===== src/rtl/pipeline_stall_ctrl_if.sv =====
// Hazard-request / pipeline-control bundle between the hazard sources and the stall sequencer.
// master = hazard/pipeline side (drives requests), slave = stall sequencer (drives controls).
interface pipeline_stall_ctrl_if #(
  parameter int ADDR_W = 32,
  parameter int CNT_W  = 16
);
  logic              LoadUse;
  logic              BranchTaken;
  logic [ADDR_W-1:0] BranchTarget;
  logic              ICacheStall;
  logic              DCacheStall;

  logic              PCWrite;
  logic              PCSel;
  logic [ADDR_W-1:0] RedirectPC;
  logic              IFID_Write;
  logic              IFID_Flush;
  logic              IDEX_Write;
  logic              IDEX_Flush;
  logic              EXMEM_Write;
  logic              MEMWB_Write;
  logic [CNT_W-1:0]  StallCount;
  logic              Timeout;

  modport master (
    output LoadUse, BranchTaken, BranchTarget, ICacheStall, DCacheStall,
    input  PCWrite, PCSel, RedirectPC, IFID_Write, IFID_Flush, IDEX_Write,
           IDEX_Flush, EXMEM_Write, MEMWB_Write, StallCount, Timeout
  );

  modport slave (
    input  LoadUse, BranchTaken, BranchTarget, ICacheStall, DCacheStall,
    output PCWrite, PCSel, RedirectPC, IFID_Write, IFID_Flush, IDEX_Write,
           IDEX_Flush, EXMEM_Write, MEMWB_Write, StallCount, Timeout
  );
endinterface


===== src/rtl/pipeline_stall_ctrl.sv =====
// Stall/flush sequencer for the 5-stage pipeline: per-stage write enables, bubbles,
// PC redirect (with deferral while fetch is busy), stall counter and D-side watchdog.
module pipeline_stall_ctrl #(
  parameter int ADDR_W  = 32,
  parameter int CNT_W   = 16,
  parameter int TIMEOUT = 64
) (
  input  logic                  clk,
  input  logic                  rst,
  pipeline_stall_ctrl_if.slave  bus
);

  localparam int DW = $clog2(TIMEOUT + 1);
  localparam logic [DW-1:0]    DW_MAX  = DW'(TIMEOUT);
  localparam logic [CNT_W-1:0] CNT_MAX = '1;

  typedef enum logic {RUN, REDIR_WAIT} state_t;

  state_t            state, state_nxt;
  logic [ADDR_W-1:0] pend_tgt;
  logic [CNT_W-1:0]  stall_cnt;
  logic [DW-1:0]     dwait_cnt;
  logic              timeout_q;

  logic              pc_write;
  logic              pc_sel;
  logic [ADDR_W-1:0] redirect_pc;
  logic              ifid_write, ifid_flush;
  logic              idex_write, idex_flush;
  logic              exmem_write, memwb_write;

  // State register
  always_ff @(posedge clk) begin
    if (rst) state <= RUN;
    else     state <= state_nxt;
  end

  // Next-state logic
  always_comb begin
    state_nxt = state;
    unique case (state)
      RUN: begin
        if (!bus.DCacheStall && bus.BranchTaken && bus.ICacheStall)
          state_nxt = REDIR_WAIT;
      end
      REDIR_WAIT: begin
        if (!bus.DCacheStall && !bus.ICacheStall)
          state_nxt = RUN;
      end
      default: state_nxt = RUN;
    endcase
  end

  // Output logic: Write defaults to 1, Flush to 0; Flush overrides Write downstream
  always_comb begin
    pc_write    = 1'b1;
    pc_sel      = 1'b0;
    redirect_pc = '0;
    ifid_write  = 1'b1;
    ifid_flush  = 1'b0;
    idex_write  = 1'b1;
    idex_flush  = 1'b0;
    exmem_write = 1'b1;
    memwb_write = 1'b1;
    if (rst) begin
      pc_write    = 1'b0;
      ifid_write  = 1'b0;
      idex_write  = 1'b0;
      exmem_write = 1'b0;
      memwb_write = 1'b0;
      ifid_flush  = 1'b1;
      idex_flush  = 1'b1;
    end else begin
      unique case (state)
        RUN: begin
          redirect_pc = bus.BranchTarget;
          if (bus.DCacheStall) begin
            // Whole pipe frozen; the EX branch stays put and is replayed on release
            pc_write    = 1'b0;
            ifid_write  = 1'b0;
            idex_write  = 1'b0;
            exmem_write = 1'b0;
            memwb_write = 1'b0;
          end else if (bus.BranchTaken && !bus.ICacheStall) begin
            pc_sel     = 1'b1;
            ifid_flush = 1'b1;
            idex_flush = 1'b1;
          end else if (bus.BranchTaken) begin
            pc_write   = 1'b0;
            ifid_flush = 1'b1;
            idex_flush = 1'b1;
          end else if (bus.LoadUse) begin
            // Covers load-use alone and load-use with a fetch stall: same response
            pc_write   = 1'b0;
            ifid_write = 1'b0;
            idex_flush = 1'b1;
          end else if (bus.ICacheStall) begin
            pc_write   = 1'b0;
            ifid_flush = 1'b1;
          end
        end
        REDIR_WAIT: begin
          redirect_pc = pend_tgt;
          ifid_flush  = 1'b1;
          if (bus.DCacheStall) begin
            pc_write    = 1'b0;
            ifid_write  = 1'b0;
            idex_write  = 1'b0;
            exmem_write = 1'b0;
            memwb_write = 1'b0;
          end else if (bus.ICacheStall) begin
            pc_write = 1'b0;
          end else begin
            pc_sel = 1'b1;
          end
        end
        default: ;
      endcase
    end
  end

  // Deferred redirect target; a late branch in REDIR_WAIT replaces the older one
  always_ff @(posedge clk) begin
    if (rst) begin
      pend_tgt <= '0;
    end else if (state == RUN) begin
      if (!bus.DCacheStall && bus.BranchTaken && bus.ICacheStall)
        pend_tgt <= bus.BranchTarget;
    end else if (bus.BranchTaken) begin
      pend_tgt <= bus.BranchTarget;
    end
  end

  always_ff @(posedge clk) begin
    if (rst)
      stall_cnt <= '0;
    else if (!pc_write && stall_cnt != CNT_MAX)
      stall_cnt <= stall_cnt + 1'b1;
  end

  // Watchdog: Timeout latches on the edge that completes the TIMEOUT-th stalled cycle
  always_ff @(posedge clk) begin
    if (rst) begin
      dwait_cnt <= '0;
      timeout_q <= 1'b0;
    end else if (bus.DCacheStall) begin
      if (dwait_cnt != DW_MAX) begin
        dwait_cnt <= dwait_cnt + 1'b1;
        if (dwait_cnt + 1'b1 == DW_MAX)
          timeout_q <= 1'b1;
      end
    end else begin
      dwait_cnt <= '0;
    end
  end

  assign bus.PCWrite     = pc_write;
  assign bus.PCSel       = pc_sel;
  assign bus.RedirectPC  = redirect_pc;
  assign bus.IFID_Write  = ifid_write;
  assign bus.IFID_Flush  = ifid_flush;
  assign bus.IDEX_Write  = idex_write;
  assign bus.IDEX_Flush  = idex_flush;
  assign bus.EXMEM_Write = exmem_write;
  assign bus.MEMWB_Write = memwb_write;
  assign bus.StallCount  = stall_cnt;
  assign bus.Timeout     = timeout_q;

endmodule


===== src/flat_wrapper.sv =====
// flat-port wrapper written by rule: the top's interface ports become plain ports
module pipeline_stall_ctrl_flat 
#(
  parameter int ADDR_W  = 32,
  parameter int CNT_W   = 16,
  parameter int TIMEOUT = 64
)
  (clk, rst, bus_LoadUse, bus_BranchTaken, bus_BranchTarget, bus_ICacheStall, bus_DCacheStall, bus_PCWrite, bus_PCSel, bus_RedirectPC, bus_IFID_Write, bus_IFID_Flush, bus_IDEX_Write, bus_IDEX_Flush, bus_EXMEM_Write, bus_MEMWB_Write, bus_StallCount, bus_Timeout);
  pipeline_stall_ctrl_if #(.ADDR_W(ADDR_W), .CNT_W(CNT_W)) bus_i ();
  input  logic clk;
  input  logic rst;
  input wire logic [$bits(bus_i.LoadUse)-1:0] bus_LoadUse;
  input wire logic [$bits(bus_i.BranchTaken)-1:0] bus_BranchTaken;
  input wire logic [$bits(bus_i.BranchTarget)-1:0] bus_BranchTarget;
  input wire logic [$bits(bus_i.ICacheStall)-1:0] bus_ICacheStall;
  input wire logic [$bits(bus_i.DCacheStall)-1:0] bus_DCacheStall;
  output wire logic [$bits(bus_i.PCWrite)-1:0] bus_PCWrite;
  output wire logic [$bits(bus_i.PCSel)-1:0] bus_PCSel;
  output wire logic [$bits(bus_i.RedirectPC)-1:0] bus_RedirectPC;
  output wire logic [$bits(bus_i.IFID_Write)-1:0] bus_IFID_Write;
  output wire logic [$bits(bus_i.IFID_Flush)-1:0] bus_IFID_Flush;
  output wire logic [$bits(bus_i.IDEX_Write)-1:0] bus_IDEX_Write;
  output wire logic [$bits(bus_i.IDEX_Flush)-1:0] bus_IDEX_Flush;
  output wire logic [$bits(bus_i.EXMEM_Write)-1:0] bus_EXMEM_Write;
  output wire logic [$bits(bus_i.MEMWB_Write)-1:0] bus_MEMWB_Write;
  output wire logic [$bits(bus_i.StallCount)-1:0] bus_StallCount;
  output wire logic [$bits(bus_i.Timeout)-1:0] bus_Timeout;
  assign bus_i.LoadUse = bus_LoadUse;
  assign bus_i.BranchTaken = bus_BranchTaken;
  assign bus_i.BranchTarget = bus_BranchTarget;
  assign bus_i.ICacheStall = bus_ICacheStall;
  assign bus_i.DCacheStall = bus_DCacheStall;
  assign bus_PCWrite = bus_i.PCWrite;
  assign bus_PCSel = bus_i.PCSel;
  assign bus_RedirectPC = bus_i.RedirectPC;
  assign bus_IFID_Write = bus_i.IFID_Write;
  assign bus_IFID_Flush = bus_i.IFID_Flush;
  assign bus_IDEX_Write = bus_i.IDEX_Write;
  assign bus_IDEX_Flush = bus_i.IDEX_Flush;
  assign bus_EXMEM_Write = bus_i.EXMEM_Write;
  assign bus_MEMWB_Write = bus_i.MEMWB_Write;
  assign bus_StallCount = bus_i.StallCount;
  assign bus_Timeout = bus_i.Timeout;
  pipeline_stall_ctrl #(.ADDR_W(ADDR_W), .CNT_W(CNT_W), .TIMEOUT(TIMEOUT)) u_core (.clk(clk), .rst(rst), .bus(bus_i));
endmodule

===== config.mk =====
export PLATFORM = sky130hd
export DESIGN_NAME = pipeline_stall_ctrl_flat
export DESIGN_NICKNAME = d
export VERILOG_FILES = /design/src/rtl/pipeline_stall_ctrl_if.sv /design/src/rtl/pipeline_stall_ctrl.sv /design/src/flat_wrapper.sv
export SDC_FILE = /design/constraint.sdc
export NUM_CORES = 1
export LEC_CHECK = 0
export CORE_ASPECT_RATIO = 0.5
export CORE_MARGIN = 1
export CORE_UTILIZATION = 40
export DETAILED_ROUTE_END_ITERATION = 10
export PLACE_DENSITY = 0.71
export SETUP_SLACK_MARGIN = 0.05
export SYNTH_ARGS = -nofsm -noshare
export SYNTH_HDL_FRONTEND = slang
export SYNTH_SLANG_ARGS = --single-unit

===== constraint.sdc =====
create_clock -name clk -period 2.25 [get_ports clk]
set_input_delay 0.45 -clock clk [delete_from_list [all_inputs] [get_ports clk]]
set_output_delay 0.45 -clock clk [all_outputs]
set_load 0.005 [all_outputs]

Word-level counts from Yosys, hierarchy flattened
Index checks and enable logic that the tools add are counted.

Input bits: 38. Bits in latches: 0. Memory bits (read-only): 0. Memories: 0. RAM bits: 0. Bits in registers: 57. Output and inout bits: 57. Word-level logic and storage cells: 66.

Muxes and demuxes: 41. Reductions and logical operators: 12. Multipliers: 0. Order comparisons: 0. Bitwise operators: 2. Shifts and indexed selects: 0. Equal/unequal tests: 4. Div/mod/pow operators: 0. $add $sub $neg: 2.

Operators with widths (count): $mux W32 (4); $pmux W32 S2 (1); $mux W1 (31); $add A16 B1 Y16 const B (1); $ne A16 B16 Y1 const B (1); $pmux W1 S2 (5); $add A7 B1 Y7 const B (1); $eq A7 B7 Y1 const B (1); $ne A7 B7 Y1 const B (1); $logic_and A1 B1 Y1 (5); $logic_not A1 Y1 (3); $reduce_and A3 Y1 (1); $ne A2 B2 Y1 const B (1); $not A1 Y1 (2); $reduce_and A2 Y1 (1); $reduce_bool A2 Y1 (1); $reduce_or A2 Y1 (1).

Longest topological paths before layout
Depth in word-level cells: 9. Gate-level depth with buffers: 7. Mapped depth without buffers: 5.

Least setup slack after synthesis
No wires, ideal clock.

Kind: input -> register. Start: in bus_DCacheStall. End: reg u_core.stall_cnt[0] (netlist: u_core.bus.StallCount[0]). Data arrival time: 1.712 ns. Path buffers: 2. Required time: 2.129 ns. Library setup time: 0.121 ns. Setup slack: 0.417 ns. Cell stages on the path: 7. Cells stage by stage: buf_6 -> or3_1 -> buf_2 -> or2_4 -> inv_2 -> a31oi_2 -> mux2_4.

Word-level cells in the longest chain between the ends: 5. Elaborated cells between the ends (all ways): 6. Classes of those cells: 4 x mux; 2 x reduce/logical.

RTL lines: start, declared (line flat_wrapper.sv:16) `input wire logic [$bits(bus_i.DCacheStall)-1:0] bus_DCacheStall;`; $mux W1, on equally long branches (line pipeline_stall_ctrl.sv:105, pipeline_stall_ctrl.sv:77); $pmux W1 S2 (*) (line pipeline_stall_ctrl.sv:74) `unique case (state)`; $mux W1 (*) (line pipeline_stall_ctrl.sv:65) `if (rst) begin`; named net bus_PCWrite (line flat_wrapper.sv:17) `output wire logic [$bits(bus_i.PCWrite)-1:0] bus_PCWrite;`; $logic_not A1 Y1 (*) (line pipeline_stall_ctrl.sv:137) `else if (!pc_write && stall_cnt != CNT_MAX)`; $logic_and A1 B1 Y1 (*) (line pipeline_stall_ctrl.sv:137); end signal, assigned (line pipeline_stall_ctrl.sv:138) `stall_cnt <= stall_cnt + 1'b1;`; end, declared (line pipeline_stall_ctrl.sv:21) `logic [CNT_W-1:0] stall_cnt;`.

The timed path passes the listed nets; every way through them passes the cells marked *. A chain may end at the register's enable or synchronous reset.

Worst setup path in the final report
Start: reg u_core.state. End: out bus_RedirectPC[28].

Word-level cells in the longest chain between the ends: 3.

RTL lines: start, declared (line pipeline_stall_ctrl.sv:19) `state_t state, state_nxt;`; start signal, assigned (line pipeline_stall_ctrl.sv:35) `else state <= state_nxt;`; $not A1 Y1; $pmux W32 S2 (*) (line pipeline_stall_ctrl.sv:74); $mux W32 (*) (line pipeline_stall_ctrl.sv:65); end, declared (line flat_wrapper.sv:19) `output wire logic [$bits(bus_i.RedirectPC)-1:0] bus_RedirectPC;`.

Every way passes the cells marked *; elsewhere a longest branch is shown, timed or not.

==> flow_summary.yaml <==
route:
  wl_met3_um: 404
  dr_wl_met2_um: 3622
  dr.first_iter.drc_count: 189
  wl_um: 7465
  drc: 0
  topRoutingLayerUsed: "met4"
  viasPerCell: 5.038
  dr.pass1.iters: 4
  antenna_left: 0
  routedWlPerCell_um: 13.03
  met1_length_um: 3340
  num_vias: 2887
global_routing:
  grt_pass1_vias: 2666
  grt_max_degree: 63
  antenna_found_initial: 0
  grt_overflow: 0
  grtUsageTotal_pct: 20.23
  grt_pass1_wl_um: 12250
floorplan:
  dieArea_um2: 7802
  initial_utilization_pct: 42.86
  design.core.area_um2: 6937
  fp.dieW_um: 123.9
  rows: 21
  die_y_um: 62.96
  io_pins: 95
timing:
  finalClockSkew_ns: 0.004544
  rsz0062_at_grt: "no"
  fmaxAchievable_mhz: 473.6
  worstMarginPinSlew_ns: 0.5034
  relSlewSlack_pct: 66.37
  finalHoldViolCount: 0
  layout_setup_ws_ns: 0.1387
  period_needed_ns: 2.111
  setup_viol: 0
  fin_setup_tns_ns: 0
  drv_slew: 0
  min_period_over_period_pct: 93.84
worst_setup_path:
  rr_endpoint: "u_core.bus.StallCount[15]$_SDFFE_PP0P_"
  cp.required_ns: 1.80
  r2r_start: "u_core.state$_SDFF_PP0_"
  crit_type: "reg2out"
  r2r_cells: 6
  r2r_slack_ns: 0.27
  critPathLaunchType: "flop"
  worstPathArrival_ns: 1.66
  critPathMaxFanout: 15
  endpoint_kind: "output port"
layout:
  drive_above_1_share_pct: 12.68
  final_common_cell: "clkdlybuf4s50_1"
  areaGrowthSynthToFinish_pct: 50.08
  antennaDiodeCount: 0
  fin_nets: 519
  final_cell_area_um2: 4462
  utilization_pct: 64.32
  layout_common_cells: "85 x clkdlybuf4s50_1, 70 x nand2_1, 56 x dfxtp_1"
worst_hold_path:
  hold_path_startpoint: "u_core.pend_tgt[20]$_SDFFE_PP0P_"
  hold_end: "u_core.pend_tgt[20]$_SDFFE_PP0P_"
  holdPathStages: 2
  hp-class: "reg2reg"
placement:
  dpl.hpwl_um: 5153
  place.gp.congestion: 0.8175
  post-place-ws_ns: -0.2495
  io_buffers: 94
  dpl_cell_area_um2: 4119
logic_synthesis:
  synth_area_leader_cell: "dfxtp_1"
  yosysTopAreaCellShare_pct: 38.38
  syn-num-nets: 414
  yosysWarnings: 0
  yosysSeqAreaShare_pct: 38.38
  ys_types: 51
  synth_area_leaders: "dfxtp_1 38%, mux2i_1 11%, nand2_1 8.8%"
  syn-cell-area_um2: 2973
  syn_inst: 372
  synth_seq_cells: 57
  syn_avg_cell_area_um2: 7.992
clock_network:
  worstSkewPairLatency_ns: 0.32
  cts_max_path_buffers: 2
  clkTransAtPathRegs_ns: 0.05
  clockRootBuffer: "clkbuf_16"
  cts_tree: "yes"
  cts_htree_levels: 3
  clkSinkCount: 57
  cts_made_buffers: 9
  holdBufCountCts: 0
job:
  drv_cap: 0
power_and_ir_drop:
  finalPower_mw: 2.818
  powerDensity_nw_per_um2: 631.7
  ir_drop_mv: 0.6409
  leakagePower_nw: 1.684
outcome:
  status: "completed"
-- synth_stat cells, drive strengths merged --
library cell  instances
a311oi                1
a211oi                1
xnor2                 4
dfxtp                57
or2b                  1
o31a                  1
or4                   3
o21a                  2
nand3                 6
nor4                  3
nor2b                 6
and2b                 1
mux2                  5
and3                  4
mux2i                34
inv                  10
buf                  16
clkbuf                8
o31ai                 5
o41ai                 2
o311ai                1
a31oi                 2
a22oi                 1
or2                   2
xor2                  3
a21oi                41
o21ai                 4
nand4                 5
a41oi                 1
o21bai                1
nand2                70
nor2                 54
o311a                 1
nor3b                 1
ha                    4
o2111ai               1
or3                   3
o211ai                2
nor3                  5
-- where the power goes --
part | internal (mW) | switching [mW] | leakage, nW
Clock | 0.904 | 0.428 | 0.148
Combinational | 0.238 | 0.177 | 1.07
Sequential | 1.05 | 0.0256 | 0.464
Total | 2.19 | 0.630 | 1.68
-- state kept, by name, summed over array words and instances (netlist names) --
| signal | cells |
|---|---|
| u_core.bus.Timeout | 1 |
| u_core.pend_tgt | 32 |
| u_core.state | 1 |
| u_core.dwait_cnt | 7 |
| u_core.bus.StallCount | 16 |
-- metrics by stage --
step,std cells,hold slack [ns]
floorplan,372,0.4360
global placement,554,0.4413
detailed placement,554,0.4465
CTS,571,0.4531
global route,573,0.4716
finish,573,0.4521
-- critical path: stages (launching register included) --
cell	delay, ns
dfxtp_4	0.43
buf_12	0.18
mux2i_1	0.20
nor2_1	0.05
clkdlybuf4s50_1	0.47
-- what timing repair did --
action                                 in CTS  in global routing
buffers inserted                            2                  2
endpoints found under the hold margin       0                  0
gates cloned                                0                  0
gates resized for setup                     9                  2
setup endpoints to repair                  30                  9
-- final cells by class --
class,count,area [um2]
Fill cell,628,2475
Inverter,10,37.54
Clock buffer,12,256.5
Tap cell,92,115.1
Sequential cell,57,1145
Timing Repair Buffer,118,1172
Multi-Input combinational cell,281,1695
Clock inverter,3,40.04
-- logic make-up (layout without fill, tap and decap cells) --
| family | after synthesis | after routing | share of synthesized area (%) |
|---|---|---|---|
| xor gates and xnor gates | 7 | 7 | 2.062 |
| and+or+nand+nor | 164 | 164 | 24.96 |
| buffers and inverters | 34 | 143 | 4.966 |
| muxes | 39 | 39 | 13.47 |
| AOI/OAI and AO/OA | 67 | 67 | 14.48 |
| DFF | 57 | 57 | 38.38 |
| adders and majority gates | 4 | 4 | 1.684 |
-- metal layers --
layer  up-vias  global-route usage [%]
met5         -                       0
met4         0                   8.036
met3        11                   5.657
met2        73                   34.86
met1      1319                   23.57
li1       1484                       -
-- how the worst max path moves through the flow --
stage	from	endpoint	slack [ns]	depth (start not counted)
finish	u_core.state$_SDFF_PP0_	bus_RedirectPC[28]	0.14	4
global route	u_core.state$_SDFF_PP0_	bus_RedirectPC[25]	0.05	4
CTS	bus_DCacheStall	bus_PCWrite	0.04	5
detailed placement	bus_ICacheStall	bus_PCWrite	-0.25	5
global placement	bus_ICacheStall	bus_PCWrite	-0.24	5
floorplan	bus_DCacheStall	u_core.bus.StallCount[0]$_SDFFE_PP0P_	0.42	7
(Power assumes the default switching activity.)
==> edit 1 (same settings) <==
`CNT_W` is set to 16 in 3 places; all go to 24.
--- a/src/rtl/pipeline_stall_ctrl_if.sv
+++ b/src/rtl/pipeline_stall_ctrl_if.sv
@@ -2,7 +2,7 @@
 // master = hazard/pipeline side (drives requests), slave = stall sequencer (drives controls).
 interface pipeline_stall_ctrl_if #(
   parameter int ADDR_W = 32,
-  parameter int CNT_W  = 16
+  parameter int CNT_W  = 24
 );
   logic              LoadUse;
   logic              BranchTaken;
--- a/src/rtl/pipeline_stall_ctrl.sv
+++ b/src/rtl/pipeline_stall_ctrl.sv
@@ -2,7 +2,7 @@
 // PC redirect (with deferral while fetch is busy), stall counter and D-side watchdog.
 module pipeline_stall_ctrl #(
   parameter int ADDR_W  = 32,
-  parameter int CNT_W   = 16,
+  parameter int CNT_W   = 24,
   parameter int TIMEOUT = 64
 ) (
   input  logic                  clk,
--- a/src/flat_wrapper.sv
+++ b/src/flat_wrapper.sv
@@ -2,7 +2,7 @@
 module pipeline_stall_ctrl_flat 
 #(
   parameter int ADDR_W  = 32,
-  parameter int CNT_W   = 16,
+  parameter int CNT_W   = 24,
   parameter int TIMEOUT = 64
 )
   (clk, rst, bus_LoadUse, bus_BranchTaken, bus_BranchTarget, bus_ICacheStall, bus_DCacheStall, bus_PCWrite, bus_PCSel, bus_RedirectPC, bus_IFID_Write, bus_IFID_Flush, bus_IDEX_Write, bus_IDEX_Flush, bus_EXMEM_Write, bus_MEMWB_Write, bus_StallCount, bus_Timeout);
Interface: changed (resized bus_StallCount); port bits go from 95 to 103. The function was not compared with the original's and may differ.
==> edit 1 against the original RTL <==
- design area up 11%
- setup slack got worse by 26 ps
- total power up 7.0%
- highest routed layer unchanged
- area after synthesis increased by 12%
- count of clock-buffer cells in the layout is the same
- largest power group unchanged
- largest cell class unchanged
- sequential cell count up 8
- critical endpoint is now bus_EXMEM_Write
- critical path type is now input port to output port
- global-route usage is 0.62 points lower
- non-clock buffer count is 9 higher
- routed wire length increased by 15%
==> edit 1: results (changes against the original RTL) <==
metric,value,unit,change
status,finished clean,,
root_buffer,clkbuf_16,,
globalRouteTotalUtil,19.6,%,-0.62 points
clkTransAtPathRegs,50,ps,about the same
timing.slew.headroom,72.7,%,+6.3 points
multi_input_area,1890,µm²,+11%
use_met3,5.02,%,-0.64 points
cp_max_fo,9,,-6
swShare,22.7,%,+0.32 points
first_global_vias,2741,,+2.8%
grt_max_degree,94,,+49%
synthTopCellsByCount,"nand2_1, nor2_1, dfxtp_1",,
gp_congestion,0.892,,+9.1%
drt_iter0_drc,224,,+19%
r2r_cells,5,,-1
ff2ff_setup_slack,250,ps,-20 ps
pre_cts_ws,-248,ps,+1.13 ps
dr.max_layer_used,met4,,
grt_pass1_wl,13200,µm,+7.7%
r2r-start,u_core.bus.StallCount[9],,
drt_pass1_iterations,4,,unchanged
dp_hpwl,5600,µm,+8.7%
cp_slowest_cell,clkdlybuf4s50_1,,
m1WireLength,4190,µm,+25%
layout_setup_ws,113,ps,-25.8 ps
drt-wirelength-per-cell,13.2,µm,+1.6%
synth_cell_types,39,,-24%
via_per_inst,5.02,,-0.46%
drive_above_1_share,9.68,%,-3.0 points
nets,575,,+11%
arrival,1690,ps,+30 ps
max_cap_viol_count,0,,unchanged
ir_drop,462,µV,-28%
nFillCells,699,,+11%
slowest_delay,520,ps,+50 ps
antenna_found_initial,0,,unchanged
grt_util_met1,25.8,%,+2.3 points
wl_met3,352,µm,-13%
wl_met2,3960,µm,+9.3%
largest_reg_flops,32,,unchanged
endpoint,bus_EXMEM_Write,,
ant_nets,0,,unchanged
hold_class,register to register,,
seqPwrFrac,40.1,%,+2.1 points
cp-startpoint,bus_DCacheStall,,
yosys-top-cells-area,"dfxtp_1, mux2i_1, nand2_1",,
r2r_end,u_core.bus.StallCount[19],,
async_reset_ff_share,0,%,unchanged
grtUsageMet2,30.8,%,-4.0 points
yosysWarningCount,0,,unchanged
synth_nets,467,,+13%
top_register,u_core.pend_tgt,,
holdWs,453,ps,+0.446 ps
yosysSeqAreaShare,39.2,%,+0.79 points
diodes,0,,unchanged
comb_power,423,µW,+2%
hold_viol,0,,unchanged
p_leak,1.78,nW,+5.7%
clock_skew,7.74,ps,+3.19 ps
portBuffers,102,,+8.5%
[edit 1: worst min-delay path by stage]
stage                              startpoint             endpoint
after global routing      u_core.pend_tgt[10]  u_core.pend_tgt[10]
after CTS                 u_core.pend_tgt[27]  u_core.pend_tgt[27]
after detailed placement  u_core.pend_tgt[27]  u_core.pend_tgt[27]
after floorplan            u_core.pend_tgt[0]   u_core.pend_tgt[0]
after global placement    u_core.pend_tgt[18]  u_core.pend_tgt[18]
final                     u_core.pend_tgt[10]  u_core.pend_tgt[10]
[edit 1: final cells by class]
cell class	instances	area share [%]
Clock buffer	12	5.20
Clock inverter	3	0.811
Inverter	7	0.532
Multi-Input combinational cell	323	38.3
Sequential cell	65	26.4
Tap cell	112	2.84
Timing Repair Buffer	127	25.9
[edit 1: cells by family after synthesis]
| kind of cell | Yosys count | share of synthesized area [%] |
|---|---|---|
| and+or+nand+nor | 196 | 26.3 |
| muxes | 36 | 10.9 |
| adders and majority gates | 4 | 1.51 |
| DFF | 65 | 39.2 |
| xor gates and xnor gates | 21 | 5.54 |
| AOI/OAI and AO/OA | 66 | 11.9 |
| buffers and inverters | 37 | 4.67 |
[edit 1: metrics by stage]
step                      area, µm²  power [mW]  cells  utilization, %
final                          4930        3.02    649            61.5
after global routing           4930        3.15    649            61.5
after CTS                      4890        3.04    648            60.9
after detailed placement       4580        1.65    632            57.0
after global placement         4580        1.64    632            57.0
after floorplan                3320        1.42    425               -
[edit 1: tightest hold or removal path, stage by stage, from the launching register on]
cell and delay, ps:
dfxtp_1 310, nand2_1 50, a21oi_1 50
[edit 1: repair_timing]
| item | 4_1_cts | 5_1_grt |
|---|---|---|
| buffers inserted | 1 | 0 |
| pin swaps | 2 | 3 |
| resized for setup | 8 | 7 |
| setup endpoints to repair | 5 | 25 |
| gates cloned | 0 | 1 |
==> edit 2 (config.mk and constraints unchanged) <==
Made on the original files. Reset style: asynchronous (`rst`), changed in 4 clocked blocks.
--- a/src/rtl/pipeline_stall_ctrl.sv
+++ b/src/rtl/pipeline_stall_ctrl.sv
@@ -30,7 +30,7 @@
   logic              exmem_write, memwb_write;
 
   // State register
-  always_ff @(posedge clk) begin
+  always_ff @(posedge clk or posedge rst) begin
     if (rst) state <= RUN;
     else     state <= state_nxt;
   end
@@ -120,7 +120,7 @@
   end
 
   // Deferred redirect target; a late branch in REDIR_WAIT replaces the older one
-  always_ff @(posedge clk) begin
+  always_ff @(posedge clk or posedge rst) begin
     if (rst) begin
       pend_tgt <= '0;
     end else if (state == RUN) begin
@@ -131,7 +131,7 @@
     end
   end
 
-  always_ff @(posedge clk) begin
+  always_ff @(posedge clk or posedge rst) begin
     if (rst)
       stall_cnt <= '0;
     else if (!pc_write && stall_cnt != CNT_MAX)
@@ -139,7 +139,7 @@
   end
 
   // Watchdog: Timeout latches on the edge that completes the TIMEOUT-th stalled cycle
-  always_ff @(posedge clk) begin
+  always_ff @(posedge clk or posedge rst) begin
     if (rst) begin
       dwait_cnt <= '0;
       timeout_q <= 1'b0;
Behaviour: differs if rst is asserted again (counterexample within 4 cycles, from zero or initial values and one cycle with rst high); with rst held inactive, the same outputs for 10 cycles.
==> edit 2 against the original RTL <==
- the flow now finishes with violations (design-rule violations)
- synthesized cell count down 25%
- worst hold slack better by 7.8 ps
- setup slack got worse by 51 ps
- sequential cell count unchanged
- global-route usage fell by 0.64 points
- design area up 0.81%
- area after synthesis increased by 2.6%
- core utilization down 3.1 points
- routed wire length is 4.2% lower
- critical endpoint is now bus_RedirectPC[4]
Power is not compared: it rests on default switching activity, and its combinational part moved more than twofold at a synthesized area within 25%.
==> edit 2: results (changes against the original RTL) <==
metric,value,unit,change
cp-startpoint,u_core.state,,
fin_cells,486,,-15%
finalSetupViolCount,0,,unchanged
worst_pin_slew,718,ps,+215 ps
ys.flop_type,dfrtp_1,,
clock_skew,6.27,ps,+1.73 ps
numCtsBuffers,9,,unchanged
endpoint,bus_RedirectPC[4],,
hold_path_depth,1,,-1
drt_iter0_drc,130,,-31%
slowest_delay,510,ps,+40 ps
holdWs,460,ps,+7.79 ps
gp_congestion,0.876,,+7.2%
async_reset_ff_share,100,%,+100 points
dpl.cell_count,467,,-16%
r2r_end,u_core.bus.StallCount[1],,
dp_hpwl,5070,µm,-1.6%
hold_class,register to register,,
place_area,4160,µm²,+0.97%
violations,design-rule violations,,
synthXorXnorAreaFrac,4.88,%,+2.8 points
synth_cell_types,42,,-18%
yosysSeqAreaShare,46.8,%,+8.4 points
synth_compound_area_share,4.64,%,-9.8 points
pre_cts_ws,-304,ps,-54.9 ps
ff2ff_setup_slack,390,ps,+120 ps
arrival,1710,ps,+50 ps
drc,3,,+3
grt_max_degree,58,,-7.9%
status,"complete, but fails checks",,
layout_setup_ws,88.1,ps,-50.6 ps
vias,2489,,-14%
synth_nets,320,,-23%
drt_pass1_iterations,7,,+3
nets,428,,-18%
grt_pass1_wl,12300,µm,+0.33%
synth.area.mux_share,23.5,%,+10 points
cp_max_fo,19,,+4
r2r-start,u_core.bus.StallCount[0],,
synthTopCellsByCount,"dfrtp_1, nor2_1, mux2_2, mux2i_1, xor2_1",,
first_global_vias,2626,,-1.5%
holdCritStartpoint,u_core.bus.Timeout,,
yosys-top-cells-area,"dfrtp_1, mux2_2, mux2i_1",,
drive_above_1_share,19.0,%,+6.3 points
synthCells,278,,-25%
r2r_cells,5,,-1
hold-path-endpoint,u_core.bus.Timeout,,
portBuffers,94,,unchanged
globalRouteTotalUtil,19.6,%,-0.64 points
wirelength,7150,µm,-4.2%
synthAdderAreaFrac,1.64,%,-0.042 points
edit 2: cell type report:
type	count	area (µm²)
multi-input combinational	199	1520
sequential	57	1430
tap	96	120
timing repair buffer	113	1140
fill	591	2850
inverter	6	31.3
clock buffer	15	258
edit 2: metal layers:
layer	routed length, µm	GRT usage, %	up-vias
li1	-	-	1191
met1	3070	22.2	1244
met2	3730	35.6	46
met3	286	5.44	8
met4	70	7.32	0
met5	0	0	-
edit 2: what timing repair did:
item,in CTS,in global routing
hold buffers,0,0
setup endpoints to repair,40,29
hold endpoints to repair,0,0
pin swaps,0,1
setup buffers,2,2
resized for setup,16,13
edit 2: power by group through the flow:
stage	Combinational, mW	Clock (mW)	Sequential (mW)
floorplan	0.526	0	1.41
global placement	1.00	0	1.45
detailed placement	1.03	0	1.45
CTS	1.05	1.22	1.45
global route	1.13	1.28	1.48
finish	1.04	1.18	1.45
